**src/rtl/io_in_pkg.sv**
```systemverilog
// Shared types and constants for the board input conditioner.
package io_in_pkg;

    // Debounce state of one push button (1 = pressed after polarity fix-up).
    typedef enum logic [1:0] {
        RELEASED,
        WAIT_PRESS,
        PRESSED,
        WAIT_RELEASE
    } btn_state_e;

    // Flops in every clock-domain-crossing synchroniser.
    localparam int SYNC_STAGES = 2;

endpackage

```
**src/rtl/btn_debounce.sv**
```systemverilog
// One push-button channel: polarity fix-up, synchroniser, debounce FSM
// with saturating stability counter, registered level and edge pulses.
module btn_debounce
    import io_in_pkg::*;
#(
    parameter int DEBOUNCE_CYCLES = 500000,
    parameter int BTN_ACTIVE_LOW  = 1
) (
    input  logic i_clk,
    input  logic i_reset,
    input  logic i_btn_raw,
    output logic o_btn,
    output logic o_btn_press,
    output logic o_btn_release
);

    localparam int               CNT_W   = $clog2(DEBOUNCE_CYCLES + 1);
    localparam logic [CNT_W-1:0] CNT_MAX = CNT_W'(DEBOUNCE_CYCLES);
    localparam logic [CNT_W-1:0] CNT_ONE = CNT_W'(1);

    logic                   raw_norm;
    logic [SYNC_STAGES-1:0] sync_q;
    logic                   s;

    btn_state_e       state, state_d;
    logic [CNT_W-1:0] cnt, cnt_d;
    logic             btn_d, press_d, release_d;

    // Internally 1 always means pressed, so reset value 0 reads as released.
    assign raw_norm = (BTN_ACTIVE_LOW != 0) ? ~i_btn_raw : i_btn_raw;
    assign s        = sync_q[SYNC_STAGES-1];

    // Synchroniser, FSM state, counter and registered outputs.
    // NOTE: every clocked assignment is non-blocking so all flops sample the
    // pre-edge values together; blocking here would collapse the sync chain.
    always_ff @(posedge i_clk or negedge i_reset) begin
        if (!i_reset) begin
            sync_q        <= '0;
            state         <= RELEASED;
            cnt           <= '0;
            o_btn         <= 1'b0;
            o_btn_press   <= 1'b0;
            o_btn_release <= 1'b0;
        end else begin
            sync_q        <= {sync_q[SYNC_STAGES-2:0], raw_norm};
            state         <= state_d;
            cnt           <= cnt_d;
            o_btn         <= btn_d;
            o_btn_press   <= press_d;
            o_btn_release <= release_d;
        end
    end

    // Next state: a change is accepted only if s is still stable on the
    // edge where the counter has already reached DEBOUNCE_CYCLES.
    // NOTE: defaults first so every path assigns every output; otherwise a
    // latch is inferred for the unassigned branches.
    always_comb begin
        state_d = state;
        cnt_d   = cnt;
        unique case (state)
            RELEASED: begin
                if (s) begin
                    state_d = WAIT_PRESS;
                    cnt_d   = CNT_ONE;
                end
            end
            WAIT_PRESS: begin
                if (!s) begin
                    state_d = RELEASED;
                    cnt_d   = '0;
                end else if (cnt == CNT_MAX) begin
                    state_d = PRESSED;
                    cnt_d   = '0;
                end else begin
                    cnt_d = cnt + CNT_ONE;
                end
            end
            PRESSED: begin
                if (!s) begin
                    state_d = WAIT_RELEASE;
                    cnt_d   = CNT_ONE;
                end
            end
            WAIT_RELEASE: begin
                if (s) begin
                    state_d = PRESSED;
                    cnt_d   = '0;
                end else if (cnt == CNT_MAX) begin
                    state_d = RELEASED;
                    cnt_d   = '0;
                end else begin
                    cnt_d = cnt + CNT_ONE;
                end
            end
            default: begin
                state_d = RELEASED;
                cnt_d   = '0;
            end
        endcase
    end

    // Output decode from the transition, registered above.
    always_comb begin
        btn_d     = (state_d == PRESSED) || (state_d == WAIT_RELEASE);
        press_d   = (state == WAIT_PRESS)   && (state_d == PRESSED);
        release_d = (state == WAIT_RELEASE) && (state_d == RELEASED);
    end

endmodule

```
**src/rtl/io_input_conditioner.sv**
```systemverilog
// Board input front end: synchronised slide switches and debounced push
// buttons with press/release pulses, all on the core clock.
module io_input_conditioner
    import io_in_pkg::*;
#(
    parameter int N_SW            = 32,
    parameter int N_BTN           = 4,
    parameter int DEBOUNCE_CYCLES = 500000,
    parameter int BTN_ACTIVE_LOW  = 1
) (
    input  logic             i_clk,
    input  logic             i_reset,
    input  logic [N_SW-1:0]  i_sw_raw,
    input  logic [N_BTN-1:0] i_btn_raw,
    output logic [N_SW-1:0]  o_sw,
    output logic [N_BTN-1:0] o_btn,
    output logic [N_BTN-1:0] o_btn_press,
    output logic [N_BTN-1:0] o_btn_release
);

    logic [SYNC_STAGES-1:0][N_SW-1:0] sw_sync;

    // Switch synchroniser chain, no debounce: switches are slow levels.
    always_ff @(posedge i_clk or negedge i_reset) begin
        if (!i_reset) begin
            sw_sync <= '0;
        end else begin
            sw_sync <= {sw_sync[SYNC_STAGES-2:0], i_sw_raw};
        end
    end

    assign o_sw = sw_sync[SYNC_STAGES-1];

    for (genvar i = 0; i < N_BTN; i++) begin : g_btn
        btn_debounce #(
            .DEBOUNCE_CYCLES (DEBOUNCE_CYCLES),
            .BTN_ACTIVE_LOW  (BTN_ACTIVE_LOW)
        ) u_btn (
            .i_clk         (i_clk),
            .i_reset       (i_reset),
            .i_btn_raw     (i_btn_raw[i]),
            .o_btn         (o_btn[i]),
            .o_btn_press   (o_btn_press[i]),
            .o_btn_release (o_btn_release[i])
        );
    end

endmodule
```
**config.mk**
```make
export PLATFORM = sky130hd
export DESIGN_NAME = io_input_conditioner
export DESIGN_NICKNAME = d
export VERILOG_FILES = /design/src/rtl/io_in_pkg.sv /design/src/rtl/btn_debounce.sv /design/src/rtl/io_input_conditioner.sv
export SDC_FILE = /design/constraint.sdc
export NUM_CORES = 1
export LEC_CHECK = 0
export ABC_AREA = 1
export CORE_MARGIN = 2
export CORE_UTILIZATION = 62
export DETAILED_ROUTE_END_ITERATION = 6
export PLACE_DENSITY = 0.86
export RECOVER_POWER = 100
export REMOVE_ABC_BUFFERS = 1
export SYNTH_ARGS = -nofsm -noshare
export SYNTH_HDL_FRONTEND = slang
export SYNTH_SLANG_ARGS = --single-unit
```
**constraint.sdc**
```tcl
create_clock -name i_clk -period 3.5 [get_ports i_clk]
set_input_delay 0.7 -clock i_clk [delete_from_list [all_inputs] [get_ports i_clk]]
set_output_delay 0.7 -clock i_clk [all_outputs]
set_load 0.005 [all_outputs]
```
# Word-level counts from Yosys, hierarchy flattened
# Index checks and enable logic that the tools add are counted.
# totals
register_bits,168
inputBits,38
out_inout_bits,44
wordCells,142
# op_classes
n_addsub,4
n_eq_ne,32
mux,52
bitwise_logic,4
reduce_logical,24
# op_table
op,count
$mux W19,20
$pmux W19 S4,4
$add A19 B1 Y19 const B,4
$eq A19 B19 Y1 const B,4
$mux W2,24
$eq A2 B2 Y1 const B,16
$pmux W2 S4,4
$logic_not A2 Y1,8
$eq A2 B1 Y1 const B,4
$logic_and A1 B1 Y1,8
$ne A2 B1 Y1 const B,4
$ne A2 B2 Y1 const B,4
$reduce_and A2 Y1,4
$logic_or A1 B1 Y1,4
$not A1 Y1,4

# Depth between registers and ports, before layout
# Gate-level depths: netlist (run 1).
# depth
ltp_word,6
ltp_mapped,12
depth_no_buf,12

# By module
# From an unflattened synthesis (run 1), not the netlist that was laid out.
# hier_totals
hier_cells,900
area_unflattened_um2,7932.6
# by_module_without_submodules
mod,instances,cells_per_inst,area_each_um2,seq_area_each_um2
btn_debounce (g_btn[0].u_btn ...),3,201,1526.5,650.6
io_input_conditioner,1,96,1841.8,1601.5
btn_debounce (g_btn[3].u_btn),1,201,1511.4,650.6

# Least setup slack after synthesis (run 1)
# OpenSTA, ideal clock, no wires.
# synth_path
path_type,reg2reg
start,register g_btn[1].u_btn.cnt[0]
end,register g_btn[1].u_btn.cnt[4]
setup_time_ns,0.129
t_arrival_ns,1.295
required_time_ns,3.371
path_slack_ns,2.076
stages_incl_launch_ff,9
n_path_buf,1
period_less_slack_ns,1.424
cell_sequence,dfrtp_1 > inv_1 > ha_1 > nand4_1 > nor2_1 > nand3_2 > nand2_4 > buf_6 > o22ai_2
# synth_via
elab_chain_len,4
word_cells_on_any_way,6
classes_between,1 x add/sub; 1 x eq/ne; 4 x mux
# synth_rtl
element,line,source
"start, declared",btn_debounce.sv:26,"logic [CNT_W-1:0] cnt, cnt_d;"
"start signal, assigned",btn_debounce.sv:47,cnt <= cnt_d;
$add A19 B1 Y19 / $eq A19 B19 Y1 (equally long branches),n/a,
$mux W19 *,"btn_debounce.sv:72, btn_debounce.sv:89",
$mux W19 (on tied branches),"btn_debounce.sv:86, btn_debounce.sv:69",
$pmux W19 S4 *,btn_debounce.sv:61,unique case (state)
# Mark *: on every way between the ends. The rest lies on a longest branch, timed or not.
# A chain may end at the register's enable or synchronous reset.

# Worst setup path after layout (run 1)
# layout_path
start,register g_btn[1].u_btn.o_btn_press
end,output port o_btn_press[1]
# layout_rtl
element,line,source
"start, declared",btn_debounce.sv:13,"output logic o_btn_press,"
"start signal, assigned",btn_debounce.sv:49,o_btn_press <= press_d;
"end, declared",io_input_conditioner.sv:17,"output logic [N_BTN-1:0] o_btn_press,"
# No word-level cell between the ends.

==> results of run 1 <==
==> final cells by class <==
class / instances / area, um^2
Inverter: 119 / 446.7
Fill cell: 928 / 3398
Timing Repair Buffer: 83 / 839.6
Clock inverter: 15 / 188.9
Tap cell: 172 / 215.2
Multi-Input combinational cell: 624 / 2953
Clock buffer: 17 / 425.4
Sequential cell: 168 / 4204
==> worst paths after layout <==
path / depth (start not counted) / end
worst max-delay path: 1 / o_btn_press[1]
worst min-delay path: 1 / g_btn[1].u_btn.o_btn_press
worst max register to register: 9 / g_btn[1].u_btn.cnt[10]
worst min register to register: 0 / o_sw[16]
max in group asynchronous: 2 / g_btn[3].u_btn.cnt[17]
min in group i_clk: 0 / o_sw[16]
==> cells in the mapped netlist, types with 3 or more instances <==
cell                       instances  area share, %
sky130_fd_sc_hd__buf_2             5           0.31
sky130_fd_sc_hd__buf_4            48            4.5
sky130_fd_sc_hd__dfrtp_1         168             52
sky130_fd_sc_hd__ha_1              8            1.2
sky130_fd_sc_hd__inv_1           117            5.4
sky130_fd_sc_hd__nand2_1         277             13
sky130_fd_sc_hd__nand2_2           6           0.47
sky130_fd_sc_hd__nand3_1          64            4.0
sky130_fd_sc_hd__nand3_2           3           0.37
sky130_fd_sc_hd__nand4_1          18            1.4
sky130_fd_sc_hd__nor2_1          115            5.4
sky130_fd_sc_hd__nor2_2           12           0.93
sky130_fd_sc_hd__nor3_1            6           0.37
sky130_fd_sc_hd__o21ai_0          31            1.9
sky130_fd_sc_hd__o21ai_1          18            1.1
sky130_fd_sc_hd__o21ai_2           4           0.43
sky130_fd_sc_hd__o21bai_1          7           0.65
sky130_fd_sc_hd__o22ai_1           8           0.62
sky130_fd_sc_hd__o22ai_2           5           0.78
sky130_fd_sc_hd__xnor2_1           6           0.65
sky130_fd_sc_hd__xor2_1           26            2.8
==> stage by stage <==
step | instance area [um^2] | worst slack, ps | instances
3_5_place_dp | 8710 | 1673 | 1166
5_1_grt | 9273 | 1300 | 1198
3_3_place_gp | 8710 | 1754 | 1166
2_1_floorplan | 7655 | 2050 | 911
4_1_cts | 9324 | 1493 | 1198
6_report | 9273 | 1402 | 1198
==> cells by family after synthesis <==
group | share of synthesized area (%)
adder cells (fa/ha/maj) | 1.242
flip-flops | 52.14
AND/OR/NAND/NOR | 26.75
XOR/XNOR | 3.476
buffers and inverters | 10.60
AO/OA/AOI/OAI | 5.788
==> report_power, final <==
group | internal [mW] | switching, mW
Clock | 1.14 | 0.799
Combinational | 0.0904 | 0.131
Sequential | 2.00 | 0.0379
==> layer usage <==
| layer | vias to the layer above | share of wire [%] | wire length (um) |
|---|---|---|---|
| li1 | 3066 | - | - |
| met1 | 3015 | 44 | 7385 |
| met2 | 211 | 48 | 8065 |
| met3 | 40 | 5.2 | 866 |
| met4 | 0 | 2.2 | 374 |
| met5 | - | 0 | 0 |
==> flip-flops by register name, indices dropped and copies added (netlist names) <==
| register | count |
|---|---|
| o_sw | 32 |
| g_btn.u_btn.sync_q | 8 |
| g_btn.u_btn.o_btn_release | 4 |
| g_btn.u_btn.o_btn | 4 |
| g_btn.u_btn.o_btn_press | 4 |
| g_btn.u_btn.state | 8 |
| sw_sync | 32 |
| g_btn.u_btn.cnt | 76 |
==> results by stage, run 1 <==
Synth:
- In this run the cell area of the synthesized design comes to 8063 um^2.
- The commonest register cell after synthesis is sky130_fd_sc_hd__dfrtp_1.
- After synthesis, flip-flops and latches occupy 52.14% of the total area.
- In the synthesized netlist, the number of instances is 966.
- Synthesis instantiated 32 different standard cells from the library.
- The average instance in the mapped netlist occupies 8.347 um^2.
- The number of flops mapped to enable cells by yosys is 0.
- The total of flip-flops plus latches after synthesis is 168.
- Yosys printed 0 warnings.
- Counting flops with an async set or reset pin after synthesis yields a share of 100.0%.

Drt:
- In this run the remaining antenna-violating nets after routing total 0.
- The average via count per standard cell is 5.285.
- Detailed routing inserted a total of 6,332 vias.
- The number of detailed-route iterations in the first pass is 5.
- The first routing iteration left 514 violations.
- The total DRC errors in the routed layout is 0.
- The final layout contains routed wiring with a total length of 16.69 mm.
- After detailed routing, the average wire length per cell comes to 13.93 um.

Timing:
- The slew at the pin with the worst max-slew slack is 934.5 ps.
- After layout, the worst path uses 59.93% of the clock period.
- Setup repair after global routing left no endpoint under its margin.
- The clock period minus worst slack is 2098 ps.
- The number of endpoints with negative hold slack in the final report is 0.
- The worst hold margin is 219.7 ps.
- The total of endpoints with negative setup slack in the final report is 0.
- Measured against its own limit, the worst slew margin works out to 37.57%.
- The final clock skew is 7.874 ps.
- Derived from the worst setup path, the maximum achievable clock frequency is 476.7 MHz.
- In the final timing run, aggregate negative setup slack is 0 ps.
- The number of max-slew violations in the final report is 0.

Critical path:
- At the worst endpoint, the required time is 2800 ps.
- The endpoint kind of the worst setup timing path is a primary output.
- The type of origin of the critical path is a flip-flop.
- The count of buffer and inverter cells on the critical path is 1.
- Walking the worst path, the cells encountered are dlygate4sd3_1.
- The worst-path maximum fanout is 1.
- The top cell family by delay on the critical path is buffers and inverters.
- The signal arrival time at the worst endpoint is 1400 ps.
- In this run the worst setup path begins at g_btn[1].u_btn.o_btn_press.
- The worst register-to-register path begins at g_btn[1].u_btn.cnt[0].
- Setup slack on the worst reg-to-reg path comes out at 1470 ps.
- The critical path class is reg -> out.
- The largest single stage delay on the critical path is 600 ps.
- The critical-path cell with the highest stage delay is sky130_fd_sc_hd__dlygate4sd3_1.

GRT:
- The met3 track demand over resource in global routing is 4.845%.
- Entering global routing, the biggest net connects 78 pins.
- The most used routing layer in global routing is met2.
- The met1 usage in global routing is 34.45%.
- The total overflow reported by the global router is 0.
- The number of global-route vias before repair is 6,178.
- The global router's overall resource usage is 25.77%.
- The global-route wire length before repair is 28.76 mm.
- The initial antenna violation count came to 0.
- Global routing used 41.53% of the available met2 tracks.

Clocking:
- In this run the deepest clock path goes through 2 buffers.
- The later pin in the worst-skew pair is clocked with a latency of 430 ps.
- For this design, the CTS-stage hold fixing added 0 buffers.
- Once the clock tree was built, the resizer swapped 0 gates to a different size.
- The number of levels the H-tree was split into is 4.
- The tree is rooted in a sky130_fd_sc_hd__clkbuf_16.
- Clock-pin slew was measured on the worst setup and hold paths at 60 ps.
- TritonCTS built the clock tree.
- The number of setup buffers added after CTS is 0.
- CTS saw 168 sinks.
- Clock tree synthesis inserted a total of 17 buffers.

Final layout:
- In the layout the commonest cells are sky130_fd_sc_hd__nand2_1, sky130_fd_sc_hd__dfrtp_1, sky130_fd_sc_hd__nor2_1, sky130_fd_sc_hd__inv_1, sky130_fd_sc_hd__dlygate4sd3_1.
- The library cell used most frequently in the layout, excluding fill and tap cells, is sky130_fd_sc_hd__nand2_1.
- The repair_antennas step left the layout with diodes totalling 0.
- The ratio of cells with drive above 1 in the final layout is 5.848%.
- The synthesis-to-finish area growth is 15.01%.
- The end-of-flow core utilization is 73.18%.
- The final layout contains 1,059 nets.

Placed design:
- The number of input and output port buffers inserted is 81.
- The weighted congestion reported at the end of routability-driven placement is 0.9011.
- The detailed placer's ending HPWL is 11.72 mm.

Floorplanning:
- In this run the standard cell core region covers 12,670 um^2.
- 82 I/O pins were placed.
- Once the floorplan was initialized, standard cells occupied 63.63% of the core.
- The cell row count is 41.
- The floorplan die height is 118.0 um.
- The die is 118.0 um wide.
- The overall die area is 13,930 um^2.

Outcome:
- The flow ran to the end, and the final reports show no timing, DRC or antenna violations.

Min path:
- The worst hold-check path type is in -> async.

Power:
- The overall power after layout is 4.196 mW.
- The worst voltage drop across the vdd grid is 348.9 uV.
- For this design the ratio of total power to cell area is 452.5 nW/um^2.
- For this design the static power due to leakage is 4.174 nW.

Run:
- The number of maximum-capacitance constraint violations is 0.
Note: power is estimated with default switching activity, not from simulation.
==> run 2, diff against run 1 <==
--- a/config.mk
+++ b/config.mk
@@ -7,9 +7,9 @@
 export LEC_CHECK = 0
 export ABC_AREA = 1
 export CORE_MARGIN = 2
-export CORE_UTILIZATION = 62
+export CORE_UTILIZATION = 57
 export DETAILED_ROUTE_END_ITERATION = 6
-export PLACE_DENSITY = 0.86
+export PLACE_DENSITY = 0.8
 export RECOVER_POWER = 100
 export REMOVE_ABC_BUFFERS = 1
 export SYNTH_ARGS = -nofsm -noshare
==> constraint.sdc (replaced) <==
create_clock -name i_clk -period 2.19 [get_ports i_clk]
set_input_delay 0.438 -clock i_clk [delete_from_list [all_inputs] [get_ports i_clk]]
set_output_delay 0.438 -clock i_clk [all_outputs]
set_load 0.005 [all_outputs]
==> run 2 against run 1 <==
Sequential share of layout area barely moved. Global-route usage fell by 2.0 points. Via count fell by 1.0%. Die area rose by 8.5%. Critical endpoint is now o_sw[19]. Utilization fell by 6.1 points. Clock-buffer cell count did not move. Register-to-register slack got worse by 1100 ps. Sequential power rose by 59%. Worst setup slack got worse by 1100 ps. Largest power group unchanged. Routed wire length fell by 1.5%.
==> results by stage, run 2 (synthesized netlist as in run 1, its figures left out) <==
Critical path:
- The critical path class is reg -> out.
- On the critical path the largest part of the delay comes from buffers and inverters.
- The count of buffer and inverter cells on the critical path is 1.
- The signal on the critical path passes through dlygate4sd3_1.
- The worst setup path is captured at a primary output.
- The required time reported for the critical path endpoint is 1750 ps.
- The signal arrival time at the worst endpoint is 1420 ps.
- In this run the critical register-to-register path is launched from g_btn[2].u_btn.cnt[0].
- The beginning of the critical path is o_sw[19].
- The critical-path cell with the highest stage delay is sky130_fd_sc_hd__dlygate4sd3_1.
- On the worst path, the slowest cell contributes a delay of 610 ps.
- The worst-path maximum fanout is 1.
- The worst setup path is launched from a flip-flop.

Timing:
- The final clock skew is 9.280 ps.
- Setup violations remaining at the end of the flow were counted as 0.
- The number of max-slew violations in the final report is 0.
- Setup repair after global routing left no endpoint under its margin.
- In this run the tightest slew margin relative to its limit is 40.51%.
- The summed negative setup slack over all endpoints is 0 ps.
- Static timing analysis puts the maximum clock frequency at 538.0 MHz.
- The number of endpoints with negative hold slack in the final report is 0.
- The clock period minus worst slack is 1859 ps.
- The share of the cycle needed by the critical path after routing is 84.87%.
- At the pin with the least slew margin, the transition time is 892.3 ps.

Final layout:
- The register with the most flip-flops in the layout has 76 of them.
- Once layout is complete, the cells apart from fillers number 1,210.
- For this run, the share of the core covered by cells in the final layout is 67.05%.
- The repair_antennas step left the layout with diodes totalling 0.
- The net total in the final layout is 1,063.
- The area of all placed cells without fillers is 9271 um^2.
- Compared with the post-synthesis result, the final layout area differs by 14.99%.
- The library cells used most frequently in the layout, excluding fill and tap cells, are sky130_fd_sc_hd__nand2_1, sky130_fd_sc_hd__dfrtp_1, sky130_fd_sc_hd__nor2_1, sky130_fd_sc_hd__inv_1, sky130_fd_sc_hd__dlygate4sd3_1.
- The post-route netlist has 5.437% of its cells at a drive strength greater than 1.
- The most common library cell in the layout ignoring fill and taps is sky130_fd_sc_hd__nand2_1.
- Ranked by flip-flop count, first place goes to g_btn.u_btn.cnt.

GRT:
- The global-route wire length before repair is 27.87 mm.
- Entering global routing, the biggest net connects 51 pins.
- The total overflow reported by the global router is 0.
- The number of global-route vias before repair came to 5,839.
- The initial antenna violation count is 0.
- The global router's overall resource usage is 23.82%.

Power:
- The overall power after layout is 6.619 mW.
- Summed over all cells, the static leakage comes to 4.171 nW.
- For this design the ratio of total power to cell area is 714.0 nW/um^2.
- The worst voltage drop across the vdd grid is 568.9 uV.

Drt:
- For this block, the initial DRC count from the detailed router was 672.
- Dividing the detail-routed via count by the number of cells gives 5.179.
- The count of nets left with antenna violations once routing finished came out at 0.
- The via count is 6,267.
- The number of detailed-route iterations in the first pass is 5.
- The total wirelength of the detailed-routed design is 16.44 mm.
- In the final routed layout, each cell accounts on average for 13.59 um.
- The total DRC errors in the routed layout is 0.

Clocking:
- The clock tree from TritonCTS is built.
- No sink is reached through more buffers than the 2 on the longest clock path.
- The number of CTS-inserted buffers is 17.
- The source-to-sink clock delay at the later pin of the worst-skew pair is 440 ps.
- The clock transition at the register clock pins on the worst setup and hold paths after CTS is 70 ps.
- The total number of clock tree sinks is 168.
- The master cell of the clock root buffer is sky130_fd_sc_hd__clkbuf_16.
- The number of levels the H-tree was split into is 4.

Placed design:
- The number of cells after detailed placement is 1,177.
- The detailed placer's ending HPWL is 11.61 mm.
- Routability-driven placement finished with a final weighted congestion of 0.9641.
- The total cell area at the placement stage is 8767 um^2.
- Input and output buffers added on the ports amount to 81.

Floorplanning:
- The die is 122.9 um wide.
- The top-level port count is 82.
- The cell row count is 43.
- From bottom edge to top edge, the die measures 122.9 um.
- For this configuration, the core starts out at a cell density of 58.31%.
- The placeable core area is 13,830 um^2.
- The floorplan step defined a die boundary enclosing 15,110 um^2.

Run:
- The tool flagged a number of max-cap violations equal to 0.

Min path:
- The worst hold-check path type is reg -> reg.
- The startpoint identified for the worst hold timing path is sw_sync[31].

Outcome:
- The flow ran to the end, and the final reports show no timing, DRC or antenna violations.
-- run 2: cell types whose count changed in the layout (fill, tap and decap cells not counted), moves of 2 or more --
cell                        delta
sky130_fd_sc_hd__clkbuf_1      +2
sky130_fd_sc_hd__clkinv_8      +7
sky130_fd_sc_hd__inv_6         -2
sky130_fd_sc_hd__o21ai_2       -2
sky130_fd_sc_hd__clkinv_4      -3
sky130_fd_sc_hd__inv_8         +2
sky130_fd_sc_hd__nor2_1        +2
sky130_fd_sc_hd__clkinv_2      -2
sky130_fd_sc_hd__bufinv_16     -3
sky130_fd_sc_hd__o22ai_2       -3
sky130_fd_sc_hd__clkbuf_2      +3
sky130_fd_sc_hd__o22ai_1       +3
-- run 2: through the flow --
stage	worst slack [ps]	hold WS, ps
global route	183.3	355.0
detailed placement	496.6	334.7
global placement	553.7	331.1
CTS	395.5	347.6
floorplan	740.4	142.4
finish	331.3	348.6
-- run 2: final cells by class --
class,instances,area [um^2]
multi-input combinational,624,2928
inverter,119,446.7
clock inverter,15,197.7
clock buffer,17,425.4
timing repair buffer,87,844.6
sequential,168,4204
tap,180,225.2
fill,1091,4556
-- run 2: power breakdown --
group	internal [mW]	switching [mW]	total (mW)
logic	0.143	0.207	0.350
registers	3.20	0.0588	3.25
clock network	1.56	1.45	3.01
total	4.90	1.72	6.62
-- run 2: metal layers --
layer  wire, um  GRT usage [%]  vias to the layer above
met5          0              0                        -
met4        297          7.759                        0
met3        866          5.120                       28
met2       7970          38.57                      206
met1       7307          32.18                     2955
li1           -              -                     3078
-- run 2: repair_timing --
action / in CTS / in global routing
buffers inserted: 0 / 0
gates resized for setup: 0 / 0
hold buffers: 1 / 0
endpoints found under the hold margin: 46 / 0
-- run 2: final timing paths --
check | end | slack, ps | cells after the start
worst min register to register | o_sw[31] | 350 | 0
worst min-delay path | o_sw[31] | 350 | 0
max in group asynchronous | sw_sync[1] | 460 | 3
min in group asynchronous | g_btn[1].u_btn.cnt[4] | 500 | 2
worst max-delay path | o_sw[19] | 330 | 1
worst max register to register | g_btn[2].u_btn.cnt[16] | 350 | 9
